===== src/rtl/inst_fetch_unit_pkg.sv =====
// Shared types and constants for the instruction fetch unit and its prefetch FIFO.
package inst_fetch_unit_pkg;

  localparam int unsigned AddrW = 32;
  localparam logic [AddrW-1:0] ResetPcDefault = 32'h0000_0000;
  localparam logic [5:0] OpcHalt = 6'b010001;

  typedef enum logic [1:0] {
    StFetch,
    StWait,
    StDrain,
    StHalt
  } fetch_state_e;

  typedef struct packed {
    logic [AddrW-1:0] pc;
    logic [31:0]      inst;
  } fetch_entry_t;

  function automatic logic [AddrW-1:0] next_word(input logic [AddrW-1:0] pc);
    return pc + AddrW'(4);
  endfunction

endpackage


===== src/rtl/inst_fetch_unit_fifo.sv =====
// Synchronous prefetch FIFO of fetch entries with flush; Depth must be a power of two.
module inst_fetch_unit_fifo
  import inst_fetch_unit_pkg::*;
#(
  parameter int unsigned Depth = 4,
  parameter int unsigned CntW  = $clog2(Depth + 1)
) (
  input  logic            clk_i,
  input  logic            rst_ni,
  input  logic            push_i,
  input  logic            pop_i,
  input  logic            flush_i,
  input  fetch_entry_t    wdata_i,
  output fetch_entry_t    rdata_o,
  output logic [CntW-1:0] count_o,
  output logic            empty_o
);

  localparam int unsigned PtrW = $clog2(Depth);

  fetch_entry_t    mem_q [Depth];
  logic [PtrW-1:0] wr_ptr_q;
  logic [PtrW-1:0] rd_ptr_q;
  logic [CntW-1:0] count_q;
  logic            do_push;
  logic            do_pop;

  assign do_pop  = pop_i && (count_q != '0);
  assign do_push = push_i && ((count_q != CntW'(Depth)) || do_pop);

  always_ff @(posedge clk_i or negedge rst_ni) begin
    if (!rst_ni) begin
      wr_ptr_q <= '0;
      rd_ptr_q <= '0;
      count_q  <= '0;
    end else if (flush_i) begin
      wr_ptr_q <= '0;
      rd_ptr_q <= '0;
      count_q  <= '0;
    end else begin
      if (do_push) wr_ptr_q <= wr_ptr_q + PtrW'(1);
      if (do_pop)  rd_ptr_q <= rd_ptr_q + PtrW'(1);
      count_q <= count_q + CntW'(do_push) - CntW'(do_pop);
    end
  end

  // Storage needs no reset: the head is only consumed while count is non-zero.
  always_ff @(posedge clk_i) begin
    if (do_push && !flush_i) mem_q[wr_ptr_q] <= wdata_i;
  end

  assign rdata_o = mem_q[rd_ptr_q];
  assign count_o = count_q;
  assign empty_o = (count_q == '0);

endmodule


===== src/rtl/inst_fetch_unit.sv =====
// Instruction fetch stage: one outstanding memory read, prefetch FIFO, redirect and HALT handling.
module inst_fetch_unit
  import inst_fetch_unit_pkg::*;
#(
  parameter logic [AddrW-1:0] ResetPc    = ResetPcDefault,
  parameter int unsigned      FifoDepth  = 4,
  parameter logic [5:0]       HaltOpcode = OpcHalt
) (
  input  logic             clk,
  input  logic             reset,
  output logic             mem_req,
  output logic [AddrW-1:0] mem_addr,
  input  logic             mem_valid,
  input  logic [31:0]      mem_rdata,
  input  logic             redirect_en,
  input  logic [AddrW-1:0] redirect_pc,
  input  logic             stall,
  output logic             inst_valid,
  output logic [31:0]      inst_out,
  output logic [AddrW-1:0] inst_pc,
  output logic             halted
);

  localparam int unsigned CntW = $clog2(FifoDepth + 1);

  fetch_state_e     state_q, state_d;
  logic [AddrW-1:0] pc_q, pc_d;
  logic [AddrW-1:0] mem_addr_q, mem_addr_d;
  logic             discard_q, discard_d;
  fetch_entry_t     last_q;
  fetch_entry_t     head;
  fetch_entry_t     push_entry;
  logic             push;
  logic             pop;
  logic             flush;
  logic             fifo_empty;
  logic [CntW-1:0]  count;

  assign push_entry = '{pc: pc_q, inst: mem_rdata};

  inst_fetch_unit_fifo #(
    .Depth (FifoDepth),
    .CntW  (CntW)
  ) u_fifo (
    .clk_i   (clk),
    .rst_ni  (reset),
    .push_i  (push),
    .pop_i   (pop),
    .flush_i (flush),
    .wdata_i (push_entry),
    .rdata_o (head),
    .count_o (count),
    .empty_o (fifo_empty)
  );

  always_ff @(posedge clk or negedge reset) begin
    if (!reset) begin
      state_q    <= StFetch;
      pc_q       <= ResetPc;
      mem_addr_q <= '0;
      discard_q  <= 1'b0;
      last_q     <= '0;
    end else begin
      state_q    <= state_d;
      pc_q       <= pc_d;
      mem_addr_q <= mem_addr_d;
      discard_q  <= discard_d;
      if (pop) last_q <= head;
    end
  end

  always_comb begin
    state_d    = state_q;
    pc_d       = pc_q;
    mem_addr_d = mem_addr_q;
    discard_d  = discard_q;
    push       = 1'b0;
    flush      = 1'b0;
    if (redirect_en) begin
      flush = 1'b1;
      pc_d  = redirect_pc & ~AddrW'(3);
      // An in-flight read cannot be cancelled; its data is dropped when it lands.
      if (state_q == StWait && !mem_valid) begin
        discard_d = 1'b1;
      end else begin
        state_d   = StFetch;
        discard_d = 1'b0;
      end
    end else begin
      case (state_q)
        StFetch: begin
          if (count < CntW'(FifoDepth)) begin
            mem_addr_d = pc_q;
            state_d    = StWait;
          end
        end
        StWait: begin
          if (mem_valid) begin
            if (discard_q) begin
              discard_d = 1'b0;
              state_d   = StFetch;
            end else begin
              push    = 1'b1;
              pc_d    = next_word(pc_q);
              state_d = (mem_rdata[31:26] == HaltOpcode) ? StDrain : StFetch;
            end
          end
        end
        StDrain: begin
          if (pop && head.inst[31:26] == HaltOpcode) state_d = StHalt;
        end
        StHalt: state_d = StHalt;
        default: state_d = StFetch;
      endcase
    end
  end

  always_comb begin
    mem_req    = (state_q == StWait);
    mem_addr   = mem_addr_q;
    inst_valid = !fifo_empty;
    inst_out   = fifo_empty ? last_q.inst : head.inst;
    inst_pc    = fifo_empty ? last_q.pc : head.pc;
    pop        = !fifo_empty && !stall;
    halted     = (state_q == StHalt);
  end

endmodule


===== config.mk =====
export PLATFORM = sky130hd
export DESIGN_NAME = inst_fetch_unit
export DESIGN_NICKNAME = d
export VERILOG_FILES = /design/src/rtl/inst_fetch_unit_pkg.sv /design/src/rtl/inst_fetch_unit_fifo.sv /design/src/rtl/inst_fetch_unit.sv
export SDC_FILE = /design/constraint.sdc
export NUM_CORES = 1
export LEC_CHECK = 0
export ABC_AREA = 1
export CAP_MARGIN = 20
export CORE_MARGIN = 5
export CORE_UTILIZATION = 61
export DETAILED_ROUTE_END_ITERATION = 6
export PLACE_DENSITY = 0.85
export RECOVER_POWER = 100
export REMOVE_ABC_BUFFERS = 1
export SYNTH_ARGS = -nofsm -noshare
export SYNTH_HDL_FRONTEND = slang
export SYNTH_SLANG_ARGS = --single-unit

===== constraint.sdc =====
create_clock -name clk -period 6.26 [get_ports clk]
set_input_delay 0.939 -clock clk [delete_from_list [all_inputs] [get_ports clk]]
set_output_delay 0.939 -clock clk [all_outputs]
set_load 0.02 [all_outputs]

=== After elaboration in Yosys (flattened, before gate mapping) ===
Memories as Yosys holds them, arrays and structs flattened.
Index checks and enable logic that the tools add are counted.

* Add/sub/neg operators: 5
* Order comparisons: 1
* Eq/ne operators: 11
* Mux-type cells: 30
* Bitwise logic cells: 1
* Reductions and logical operators: 22

{| class="wikitable"
|+ Operator list
! kind !! number
|-
| 32-bit two-way mux || 6
|-
| 32-bit by 3-bit adder with 32-bit output (second input constant) || 1
|-
| 2-bit two-way mux || 11
|-
| 6-bit by 5-bit equality test with 1-bit output (second input constant) || 2
|-
| 1-bit two-way mux || 11
|-
| 3-bit != test (second input constant) || 3
|-
| 2-bit case mux with 4 select lines || 1
|-
| 2-bit nonzero test || 4
|-
| 1-bit logical AND || 6
|-
| 3-bit AND reduction || 2
|-
| 2-bit by 1-bit adder with 2-bit output (second input constant) || 2
|-
| 2-bit equality test (second input constant) || 2
|-
| 1-bit zero test || 4
|-
| 2-bit != test (second input constant) || 2
|-
| 4-bit AND reduction || 1
|-
| 3-bit by 1-bit adder with 3-bit output || 1
|-
| 3-bit zero test || 1
|-
| 3-bit less-than comparator (second input constant) || 1
|-
| 3-bit two-way mux || 1
|-
| 3-bit by 1-bit != test with 1-bit output (second input constant) || 1
|-
| 3-bit nonzero test || 1
|-
| 3-bit by 1-bit subtractor with 3-bit output || 1
|-
| 2-bit by 1-bit equality test with 1-bit output (second input constant) || 1
|-
| 2-bit zero test || 1
|-
| other kinds (3) || 3
|}

* Flip-flop bits (word level): 138
* Memory bits (writable): 256
* Bits of input ports: 69
* Memories kept: 1

{| class="wikitable"
|+ Memory list
! name !! depth !! width !! read ports !! clocked after memory_dff !! write ports !! RTL line !! source
|-
| u_fifo.mem_q || 4 || 64 || 1 || 0 || 1 || inst_fetch_unit_fifo.sv:21 || <nowiki>fetch_entry_t mem_q [Depth];</nowiki>
|}

=== Logic depth before layout (Yosys ltp) ===
Gate-level depths: netlist of the first run.

* Word-level depth: 9
* Depth in mapped cells: 12
* Mapped depth without buffers: 12

=== Cells and area by module ===
A second synthesis of the first run with hierarchy kept.

* Cells, all modules: 1577
* Area, all modules: 16843.7 um^2

{| class="wikitable"
|+ Modules (own cells, without submodules)
! module !! instances !! cells an instance !! area an instance (um^2) !! sequential area each (um^2)
|-
| inst_fetch_unit_fifo || 1 || 684 || 10174.8 || 7862.5
|-
| inst_fetch_unit || 1 || 893 || 6668.9 || 3178.0
|}

=== Worst setup path before layout of the first run ===
OpenSTA, ideal clock, no wires.

* Path type: input-to-reg
* Start: input port redirect_en
* End: memory u_fifo.mem_q[0][0] (netlist bit), enable pin
* Arrival: 3.996 ns
* Data required time: 5.778 ns
* Slack: 1.782 ns
* Stages on the path: 4
* Buffers on the path: 1
* Cell sequence: buf_2 nor2_4 nand2_1 nor2_1

* Word-level cells in the longest chain between the ends: 5
* Elaborated cells between the ends (all ways): 7
* Classes of those cells: mux: 4; reduce/logical: 3

{| class="wikitable"
|+ RTL lines
! what !! RTL line !! source
|-
| start, declared || inst_fetch_unit.sv:15 || <nowiki>input logic redirect_en,</nowiki>
|-
| 1-bit two-way mux || inst_fetch_unit.sv:79 || <nowiki>if (redirect_en) begin</nowiki>
|-
| 1-bit logical AND / 1-bit zero test (equally long branches) || inst_fetch_unit_fifo.sv:29, inst_fetch_unit_fifo.sv:49 ||
|-
| 1-bit logical AND * || inst_fetch_unit_fifo.sv:49 || <nowiki>if (do_push && !flush_i) mem_q[wr_ptr_q] <= wdata_i;</nowiki>
|-
| 1-bit two-way mux * || inst_fetch_unit_fifo.sv:49 ||
|-
| 1-bit two-way mux (not written as such) * || inst_fetch_unit_fifo.sv:49 ||
|-
| end, declared || inst_fetch_unit_fifo.sv:21 ||
|}

Mark *: on every way between the ends. The rest lies on a longest branch, timed or not.

=== Final worst setup path of the first run ===
* Start: input port mem_valid
* End: memory u_fifo.mem_q[3][22] (netlist bit), enable pin

* Word-level cells in the longest chain between the ends: 7

{| class="wikitable"
|+ RTL lines
! what !! RTL line !! source
|-
| start, declared || inst_fetch_unit.sv:13 || <nowiki>input logic mem_valid,</nowiki>
|-
| 1-bit two-way mux || inst_fetch_unit.sv:98 || <nowiki>if (mem_valid) begin</nowiki>
|-
| 1-bit two-way mux || inst_fetch_unit.sv:90 || <nowiki>case (state_q)</nowiki>
|-
| 1-bit two-way mux || inst_fetch_unit.sv:79 ||
|-
| 1-bit logical AND || inst_fetch_unit_fifo.sv:29 || <nowiki>assign do_push = push_i && ((count_q != CntW'(Depth)) || do_pop);</nowiki>
|-
| 1-bit logical AND || inst_fetch_unit_fifo.sv:49 ||
|-
| 1-bit two-way mux || inst_fetch_unit_fifo.sv:49 ||
|-
| 1-bit two-way mux (not written as such) || inst_fetch_unit_fifo.sv:49 ||
|}

No other way between the ends.

==> qor.yml, run 1 <==
detailed_routing:
  drcViolationCount: 0
  first_pass_iters: 6
  routed_wl_um: 38500
  vias: 11700
  wl_per_cell_um: 19.4
  viasPerCell: 5.87
  antenna_left: 0
  drt_iter0_markers: 1044
power:
  p_sw_mw: 3.25
  p_per_area_mw_per_mm2: 468
  p_leak_nw: 7.55
  clock_power_share: 0.248
  swShare: 0.366
  p_int_mw: 5.63
  ir_drop_mv: 0.374
  p_seq_frac: 0.385
  p_comb_frac: 0.367
floorplan:
  die_width_um: 173
  io_pins: 168
  start_util: 0.619
  core_area_mm2: 0.0261
  die_area_mm2: 0.0298
  dieHeight_um: 173
  num_rows: 59
timing:
  rsz0062_at_grt: "no"
  relSlewSlack: -0.690
  maxSlewViolCount: 218
  hold_viol_final: 0
  worstMarginPinSlew_ns: 2.54
  timing.fmax_mhz: 184
  fin_crit_sh: 0.870
  tns_ns: 0
  finalSetupViolCount: 0
  layout_min_cycle_time_ns: 5.45
  fin_skew_ns: 0.00856
  fin_ws_ns: 0.814
  fin_hold_ws_ns: 0.481
critical_path:
  worst-setup-path-type: "input port to flop"
  cp-end-kind: "flop"
  required_ns: 6.40
  cp-start-kind: "input port"
  critPathMaxFanout: 29
  crit_arrival_ns: 5.58
global_route:
  grt_pass1_wl_um: 61100
  overflow: 0
  grt_pass1_vias: 11600
  grt_max_degree: 95
  track_usage: 0.253
  antenna_found_initial: 1
yosys:
  synthesis.area_mm2: 0.0161
  synthDistinctLibCells: 36
  avgSynthCellArea_um2: 10.8
  synth-seq-cells: 380
  ys_warn_count: 0
  syn_inst: 1492
  synth-seq-area-share: 0.667
status:
  violations: "capacitance limit, slew limit"
  status: "complete, but fails checks"
placement:
  port_buffers: 161
  place.gp.congestion: 0.929
  pre_cts_ws_ns: 2.11
  hpwl_um: 22900
clock_tree:
  cts_setup_buffers: 0
  cts_resized: 0
  htree_num_levels: 2
  clkSlewWorstSetupHoldPaths_ns: 0.06
  cts_sinks: 380
  cts_root_buffer: "clkbuf_16"
  numCtsBuffers: 37
  clk_latency_ns: 0.52
  cts_buffer_depth: 3
  cts_tree: "built"
  ctsHoldBuffers: 0
final_layout:
  layout_commonest_cell: "nand2_1"
  layout.nets: 1702
  syn_to_final_growth_pct: 17.8
  mostFrequentLayoutCells: "nand2_1, edfxtp_1, dfrtp_1"
  post-route-util: 0.729
  drive_gt1_frac: 0.0520
min_path:
  hold_class: "flop to flop"
flow_run:
  cap_violations: 7
-- critical path, stage by stage --
cell	delay, ns
dlygate4sd3_1	0.59
nand3_1	0.25
nor2_1	1.04
nand2_1	0.42
nor2_2	1.50
clkbuf_1	0.80
-- final timing paths --
kind / startpoint / slack [ns] / cells past startpoint / end
max: mem_valid / 0.81 / 6 / u_fifo.mem_q[3][22]
min: mem_addr[29] / 0.48 / 2 / mem_addr[29]
max reg2reg: state_q[1] / 1.19 / 8 / u_fifo.mem_q[3][22]
min reg2reg: mem_addr[29] / 0.48 / 2 / mem_addr[29]
max in group asynchronous: reset / 2.45 / 2 / u_fifo.rd_ptr_q[0]
min in group asynchronous: reset / 0.51 / 1 / last_q[17]
-- metal layers --
layer / routed length (µm) / track usage
met4: 1050 / 0.0769
met1: 15700 / 0.338
met3: 2580 / 0.0437
met2: 19200 / 0.430
met5: 0 / 0
-- power groups by stage --
stage | sequential, mW | combinational [mW] | clock (mW)
2_1_floorplan | 3.52 | 1.85 | 0
3_3_place_gp | 3.43 | 3.41 | 0
3_5_place_dp | 3.46 | 3.50 | 0
4_1_cts | 3.42 | 3.53 | 2.22
5_1_grt | 3.47 | 3.57 | 2.33
6_report | 3.42 | 3.27 | 2.20
-- metrics by stage --
step                std cells  total power [mW]  cell area (µm²)
finish                   1990              8.89            19000
global route             1990              9.36            19000
CTS                      1989              9.17            19100
detailed placement       1921              6.96            17900
global placement         1920              6.83            17900
floorplan                1410              5.37            15700
-- synth_stat cells --
cell | count | area [µm²]
o21ai_1 | 119 | 596
nor2_1 | 74 | 278
nand2_2 | 4 | 25.0
o21ai_0 | 51 | 255
nor2_8 | 1 | 20.0
inv_2 | 7 | 26.3
a21oi_1 | 64 | 320
nor3_1 | 2 | 10.0
inv_4 | 1 | 6.26
fa_1 | 1 | 20.0
nor2_4 | 2 | 22.5
nand4_1 | 5 | 31.3
o211ai_1 | 7 | 52.6
clkbuf_1 | 12 | 45.0
nor2_2 | 3 | 18.8
xor2_1 | 10 | 87.6
nand3_2 | 2 | 20.0
clkbuf_2 | 2 | 10.0
buf_2 | 51 | 255
ha_1 | 7 | 87.6
nand3_4 | 1 | 17.5
o22ai_1 | 4 | 25.0
inv_1 | 61 | 229
o22a_1 | 1 | 8.76
mux2_2 | 8 | 90.1
nand2_1 | 486 | 1820
or2_2 | 2 | 12.5
o21a_1 | 1 | 7.51
conb_1 | 1 | 3.75
buf_4 | 13 | 97.6
dfrtp_1 | 132 | 3300
a32o_1 | 56 | 561
nand3_1 | 45 | 225
xnor2_1 | 1 | 8.76
buf_6 | 7 | 78.8
edfxtp_1 | 248 | 7450
-- final cells by class --
type                            count  area [µm²]
Timing Repair Buffer              176        1770
Clock buffer                       57        1060
Tap cell                          335         419
Sequential cell                   380       10800
Inverter                           69         267
Multi-Input combinational cell    961        4600
Antenna cell                        1        2.50
Clock inverter                     11         131
Fill cell                        1740        7060
-- kinds of logic (layout without fill, tap and decap cells) --
kind of cell / Yosys count / in the layout / share of synthesized area
xor gates and xnor gates: 11 / 11 / 0.00597
and+or+nand+nor: 627 / 627 / 0.155
adders and majority gates: 8 / 8 / 0.00667
other: 1 / 5 / 0.000233
muxes: 8 / 8 / 0.00559
AOI/OAI and AO/OA: 303 / 303 / 0.113
buffers and inverters: 154 / 313 / 0.0464
DFF: 380 / 380 / 0.667
-- flip-flops by register name, indices dropped and copies added (netlist names) --
signal,count
state_q,2
u_fifo.count_o,3
last_q,62
u_fifo.rd_ptr_q,2
u_fifo.mem_q,248
u_fifo.wr_ptr_q,2
discard_q,1
mem_addr,30
pc_q,30
No activity file was read; power rests on OpenSTA's default activity.
==> run 2, diff against run 1 <==
--- a/config.mk
+++ b/config.mk
@@ -8,11 +8,13 @@
 export ABC_AREA = 1
 export CAP_MARGIN = 20
 export CORE_MARGIN = 5
-export CORE_UTILIZATION = 61
+export CORE_UTILIZATION = 62
 export DETAILED_ROUTE_END_ITERATION = 6
-export PLACE_DENSITY = 0.85
+export PLACE_DENSITY = 0.86
 export RECOVER_POWER = 100
 export REMOVE_ABC_BUFFERS = 1
+export SETUP_SLACK_MARGIN = 0.02
 export SYNTH_ARGS = -nofsm -noshare
 export SYNTH_HDL_FRONTEND = slang
+export SYNTH_HIERARCHICAL = 1
 export SYNTH_SLANG_ARGS = --single-unit
==> run 2 against run 1 <==
Net effect: the flow still finishes with violations (capacitance limit, slew limit); critical path type is now flop to output port; clock power is essentially flat; setup slack gained 0.24 ns; largest cell class unchanged; via count grew 3.2%; combinational power shrank 43%; sequential power shrank 4%.
==> qor.yml, run 2 <==
yosys:
  ys_warn_count: 6
  syn_inst: 1577
  yosys.cell_count.top_type: "nand2_1"
  synth_edf_count: 256
  synth-seq-cells: 390
  avgSynthCellArea_um2: 10.7
  synthDistinctLibCells: 42
  synth-seq-area-share: 0.655
  synth_common_cells: "nand2_1, edfxtp_1, o21ai_0"
  synthArstFlopShare: 0.344
  yosys.area.top_type: "edfxtp_1"
  yosysTopAreaCellShare: 0.456
  synthesis.area_mm2: 0.0168
  synth_area_leaders: "edfxtp_1, dfrtp_1, o21ai_0"
  ys.flop_type: "edfxtp_1"
power:
  p_leak_nw: 7.59
  ir_drop_mv: 0.212
  p_per_area_mw_per_mm2: 373
clock_tree:
  numCtsBuffers: 40
  clk_latency_ns: 0.53
  cts_setup_buffers: 0
  ctsHoldBuffers: 0
  clkSlewWorstSetupHoldPaths_ns: 0.06
  cts_buffer_depth: 3
  htree_num_levels: 2
  cts_resized: 0
  cts_root_buffer: "clkbuf_16"
  cts_tree: "built"
  cts_sinks: 390
critical_path:
  cp-start-kind: "flop"
  critPathMaxFanout: 72
  reg2reg_from: "u_fifo/count_o[1]"
  crit_arrival_ns: 4.27
  startpoint: "u_fifo/rd_ptr_q[0]"
  required_ns: 5.32
  cp-end-kind: "output port"
  reg2regPathDepth: 16
  worst-setup-path-type: "flop to output port"
floorplan:
  dieHeight_um: 175
  start_util: 0.627
  num_rows: 60
  io_pins: 168
  die_width_um: 175
  core_area_mm2: 0.0269
  die_area_mm2: 0.0306
timing:
  layout_min_cycle_time_ns: 5.21
  rsz0062_at_grt: "no"
  fin_hold_ws_ns: 0.481
  worstMarginPinSlew_ns: 2.56
  maxSlewViolCount: 185
  fin_skew_ns: 0.0180
  finalSetupViolCount: 0
  timing.fmax_mhz: 192
  tns_ns: 0
  relSlewSlack: -0.707
  hold_viol_final: 0
  fin_crit_sh: 0.832
  fin_ws_ns: 1.05
detailed_routing:
  viasPerCell: 5.75
  routed_wl_um: 39600
  drt_iter0_markers: 1287
  drcViolationCount: 0
  vias: 12100
  antenna_left: 0
  wl_per_cell_um: 18.9
  first_pass_iters: 5
status:
  violations: "capacitance limit, slew limit"
  status: "complete, but fails checks"
min_path:
  hold_start: "mem_addr[23]"
  hold_depth: 2
  hold_class: "flop to flop"
global_route:
  overflow: 0
  grt_max_degree: 93
  track_usage: 0.257
  grt_pass1_wl_um: 62300
  antenna_found_initial: 1
  grt_pass1_vias: 11900
placement:
  place_area_mm2: 0.0186
  port_buffers: 163
  dp.cells: 2024
  place.gp.congestion: 0.892
  hpwl_um: 23600
  pre_cts_ws_ns: 1.84
final_layout:
  layout.nets: 1801
  final.fill_count: 1776
  drive_gt1_frac: 0.0837
  largest_reg_flops: 256
  syn_to_final_growth_pct: 17.6
  layout_commonest_cell: "nand2_1"
  fin_area_mm2: 0.0198
  largest_register: "u_fifo/mem_q"
  fin_cells: 2099
  largestRegisters: "u_fifo/mem_q x256, last_q x64"
  mostFrequentLayoutCells: "nand2_1, edfxtp_1, o21ai_0"
flow_run:
  cap_violations: 5
[run 2: cell types whose count changed after synthesis, sizes merged, moves of 3 or more]
cell,delta
buf,-22
nor2,+127
o22ai,+61
a32o,-56
nand2,-176
nand3,+9
inv,+55
edfxtp,+8
a21oi,-58
o21ai,+115
a22oi,+3
clkbuf,+19
[run 2: path summary, 6_finish.rpt]
path                                           end  slack, ns
worst max-delay path                   inst_pc[25]       1.05
worst min-delay path                  mem_addr[23]       0.48
worst max register to register   u_fifo/count_o[2]       1.09
worst min register to register        mem_addr[23]       0.48
max in group asynchronous       u_fifo/rd_ptr_q[0]       2.41
min in group asynchronous               last_q[23]       0.52
[run 2: report_power, final]
group	internal [mW]	leakage, nW	total, mW	switching (mW)
sequential	3.11	3.94	3.29	0.182
clock	1.29	0.605	2.23	0.939
combinational	0.713	3.04	1.86	1.14
[run 2: cell type report]
class | instances | area, µm² | area share
clock inverters | 17 | 106 | 0.00537
inverters | 126 | 479 | 0.0242
diodes | 1 | 2.50 | 0.000126
well taps | 341 | 427 | 0.0215
repair buffers | 179 | 1750 | 0.0885
clock buffers | 57 | 1130 | 0.0569
flip-flops and latches | 390 | 11000 | 0.558
multi-input cells | 988 | 4860 | 0.246
[run 2: kinds of logic after synthesis]
family                     synth area share
xor gates and xnor gates            0.00416
DFF                                   0.655
adders and majority gates           0.00565
muxes                               0.00401
AOI/OAI and AO/OA                     0.122
and+or+nand+nor                       0.150
buffers and inverters                0.0583
other                              0.000223
[run 2: stage by stage]
step	power [mW]	utilization
5_1_grt	7.72	0.737
2_1_floorplan	4.33	-
3_3_place_gp	5.28	0.693
3_5_place_dp	5.33	0.693
6_report	7.38	0.737
4_1_cts	7.56	0.739
[run 2: worst max-delay path, stage by stage, from the launching register on]
cell and delay [ns]:
dfrtp_4 0.90, clkbuf_2 1.19, o21ai_0 0.30, o22ai_1 0.41, nand2_1 0.09, o21ai_0 0.13, dlygate4sd3_1 0.71
[run 2: metal layers]
layer	wire length, µm	global-route usage	share of wire
met1	15900	0.340	0.40
met2	19500	0.436	0.49
met3	2910	0.0402	0.073
met4	1320	0.0920	0.033
met5	0	0	0
==> run 3, diff against run 2 <==
--- a/config.mk
+++ b/config.mk
@@ -8,9 +8,9 @@
 export ABC_AREA = 1
 export CAP_MARGIN = 20
 export CORE_MARGIN = 5
-export CORE_UTILIZATION = 62
+export CORE_UTILIZATION = 57
 export DETAILED_ROUTE_END_ITERATION = 6
-export PLACE_DENSITY = 0.86
+export PLACE_DENSITY = 0.8
 export RECOVER_POWER = 100
 export REMOVE_ABC_BUFFERS = 1
 export SETUP_SLACK_MARGIN = 0.02
==> constraint.sdc (replaced) <==
create_clock -name clk -period 4.9 [get_ports clk]
set_input_delay 0.735 -clock clk [delete_from_list [all_inputs] [get_ports clk]]
set_output_delay 0.735 -clock clk [all_outputs]
set_load 0.02 [all_outputs]
==> run 3 against run 2 <==
Net effect: count of clock-buffer cells in the layout rose by 3; worst hold slack improved by 0.0091 ns; core utilization fell by 5.8 points; final cell count rose by 2.5%; clock power rose by 32%; final area rose by 0.73%; global-route usage fell by 1.5 points; combinational power rose by 28%; die area rose by 8.3%; critical path depth rose by 7; power rose by 29%; highest routed layer unchanged; the flow still finishes with violations (capacitance limit, slew limit); critical endpoint is now u_fifo/count_o[2].
==> qor.yml, run 3 (synthesis gave the netlist of run 2 again) <==
placement:
  dp.cells: 2078
  port_buffers: 163
  hpwl_um: 23900
  place.gp.congestion: 0.879
critical_path:
  worst-setup-path-type: "input port to flop"
  cp-start-kind: "input port"
  reg2reg_slack_ns: 0.50
  critPathMaxFanout: 28
  reg2regPathDepth: 11
  reg2reg_from: "u_fifo/count_o[1]"
  crit_arrival_ns: 4.88
  required_ns: 5.34
  cp-end-kind: "flop"
  r2r_end: "u_fifo/mem_q[1][14]"
final_layout:
  drive_gt1_frac: 0.0903
  mostFrequentLayoutCells: "nand2_1, edfxtp_1, o21ai_0"
  largest_register: "u_fifo/mem_q"
  post-route-util: 0.678
  syn_to_final_growth_pct: 18.4
  layout.nets: 1806
  fin_cells: 2152
  final.fill_count: 2169
  layout_commonest_cell: "nand2_1"
  largest_reg_flops: 256
  largestRegisters: "u_fifo/mem_q x256, last_q x64"
clock_tree:
  htree_num_levels: 2
  numCtsBuffers: 40
  cts_resized: 0
  cts_root_buffer: "clkbuf_16"
  clkSlewWorstSetupHoldPaths_ns: 0.06
  cts_sinks: 390
  cts_tree: "built"
  clk_latency_ns: 0.52
  cts_setup_buffers: 0
  ctsHoldBuffers: 0
  cts_buffer_depth: 3
detailed_routing:
  viasPerCell: 5.61
  routed_wl_um: 39900
  drt_iter0_markers: 1086
  wl_per_cell_um: 18.5
  drcViolationCount: 0
  antenna_left: 0
  first_pass_iters: 6
  vias: 12100
floorplan:
  io_pins: 168
  core_area_mm2: 0.0294
  num_rows: 63
  start_util: 0.573
  die_width_um: 182
  dieHeight_um: 182
  die_area_mm2: 0.0331
timing:
  rsz0062_at_grt: "no"
  finalSetupViolCount: 0
  hold_viol_final: 0
  layout_min_cycle_time_ns: 4.44
  fin_hold_ws_ns: 0.490
  timing.fmax_mhz: 225
  worstMarginPinSlew_ns: 2.68
  fin_skew_ns: 0.0104
  fin_crit_sh: 0.906
  maxSlewViolCount: 198
  relSlewSlack: -0.784
  tns_ns: 0
min_path:
  hold_depth: 2
  min_to: "mem_addr[25]"
  hold_start: "mem_addr[25]"
  hold_class: "flop to flop"
power:
  swShare: 0.303
  p_int_mw: 6.65
  p_comb_frac: 0.250
  ir_drop_mv: 0.318
  clock_power_share: 0.309
  p_seq_frac: 0.442
  p_per_area_mw_per_mm2: 478
  p_leak_nw: 7.63
  p_sw_mw: 2.88
global_route:
  overflow: 0
  antenna_found_initial: 0
  grt_pass1_vias: 12500
  grt_max_degree: 101
  track_usage: 0.242
  grt_pass1_wl_um: 64300
status:
  violations: "capacitance limit, slew limit"
  status: "complete, but fails checks"
flow_run:
  cap_violations: 2
run 3: cell count changes in the layout (fill, tap and decap cells not counted), sizes merged, moves of 2 or more:
| cell | change |
|---|---|
| dlygate4sd3 | -4 |
| clkbuf | +5 |
| buf | +3 |
| clkinvlp | +3 |
| inv | -2 |
| clkinv | -7 |
| clkdlybuf4s50 | +4 |
run 3: critical path, cell delays in order:
cell           delay, ns
dlygate4sd3_1       0.84
clkinvlp_2          1.06
nand2_1             0.76
inv_2               0.07
buf_4               0.23
nand3b_1            0.22
nand2_1             0.12
ha_1                0.15
inv_1               0.05
fa_1                0.40
nand3_1             0.11
nand2_1             0.06
nor2_1              0.09
run 3: area by class of cell:
class / count / area [µm²] / area share
well taps: 390 / 488 / 0.0245
repair buffers: 184 / 1780 / 0.0893
flip-flops and latches: 390 / 11000 / 0.554
multi-input cells: 988 / 4870 / 0.244
clock buffers: 60 / 1170 / 0.0585
inverters: 126 / 479 / 0.0240
clock inverters: 12 / 113 / 0.00565
diodes: 2 / 5.00 / 0.000251
run 3: how the worst max path moves through the flow:
stage | depth (start not counted) | endpoint | startpoint | slack, ns
6_report | 13 | u_fifo/count_o[2] | redirect_en | 0.46
4_1_cts | 7 | inst_pc[25] | u_fifo/count_o[1] | 0.60
3_3_place_gp | 7 | u_fifo/mem_q[0][15] | redirect_en | 1.24
3_5_place_dp | 11 | u_fifo/mem_q[0][36] | u_fifo/count_o[1] | 1.20
2_1_floorplan | 10 | u_fifo/mem_q[0][0] | u_fifo/count_o[1] | -1.36
5_1_grt | 8 | last_q[5] | u_fifo/count_o[1] | 0.21
run 3: stage by stage:
step | power (mW) | cell area (µm²) | setup WS [ns]
2_1_floorplan | 5.53 | 16400 | -1.36
3_3_place_gp | 6.75 | 18700 | 1.24
3_5_place_dp | 6.82 | 18700 | 1.20
4_1_cts | 9.77 | 20000 | 0.602
5_1_grt | 9.99 | 19900 | 0.209
6_report | 9.54 | 19900 | 0.459
run 3: layer usage:
| layer | track usage | vias to the layer above | wire [µm] |
|---|---|---|---|
| li1 | - | 5670 | - |
| met1 | 0.319 | 5875 | 16500 |
| met2 | 0.414 | 419 | 19800 |
| met3 | 0.0377 | 102 | 2450 |
| met4 | 0.0796 | 0 | 1180 |
| met5 | 0 | - | 0 |
run 3: power groups by stage:
| stage | Sequential, mW | Combinational [mW] | Clock [mW] |
|---|---|---|---|
| after floorplan | 4.33 | 1.19 | 0 |
| after global placement | 4.26 | 2.49 | 0 |
| after detailed placement | 4.28 | 2.55 | 0 |
| after CTS | 4.22 | 2.57 | 2.98 |
| after global routing | 4.26 | 2.59 | 3.13 |
| final | 4.21 | 2.38 | 2.94 |
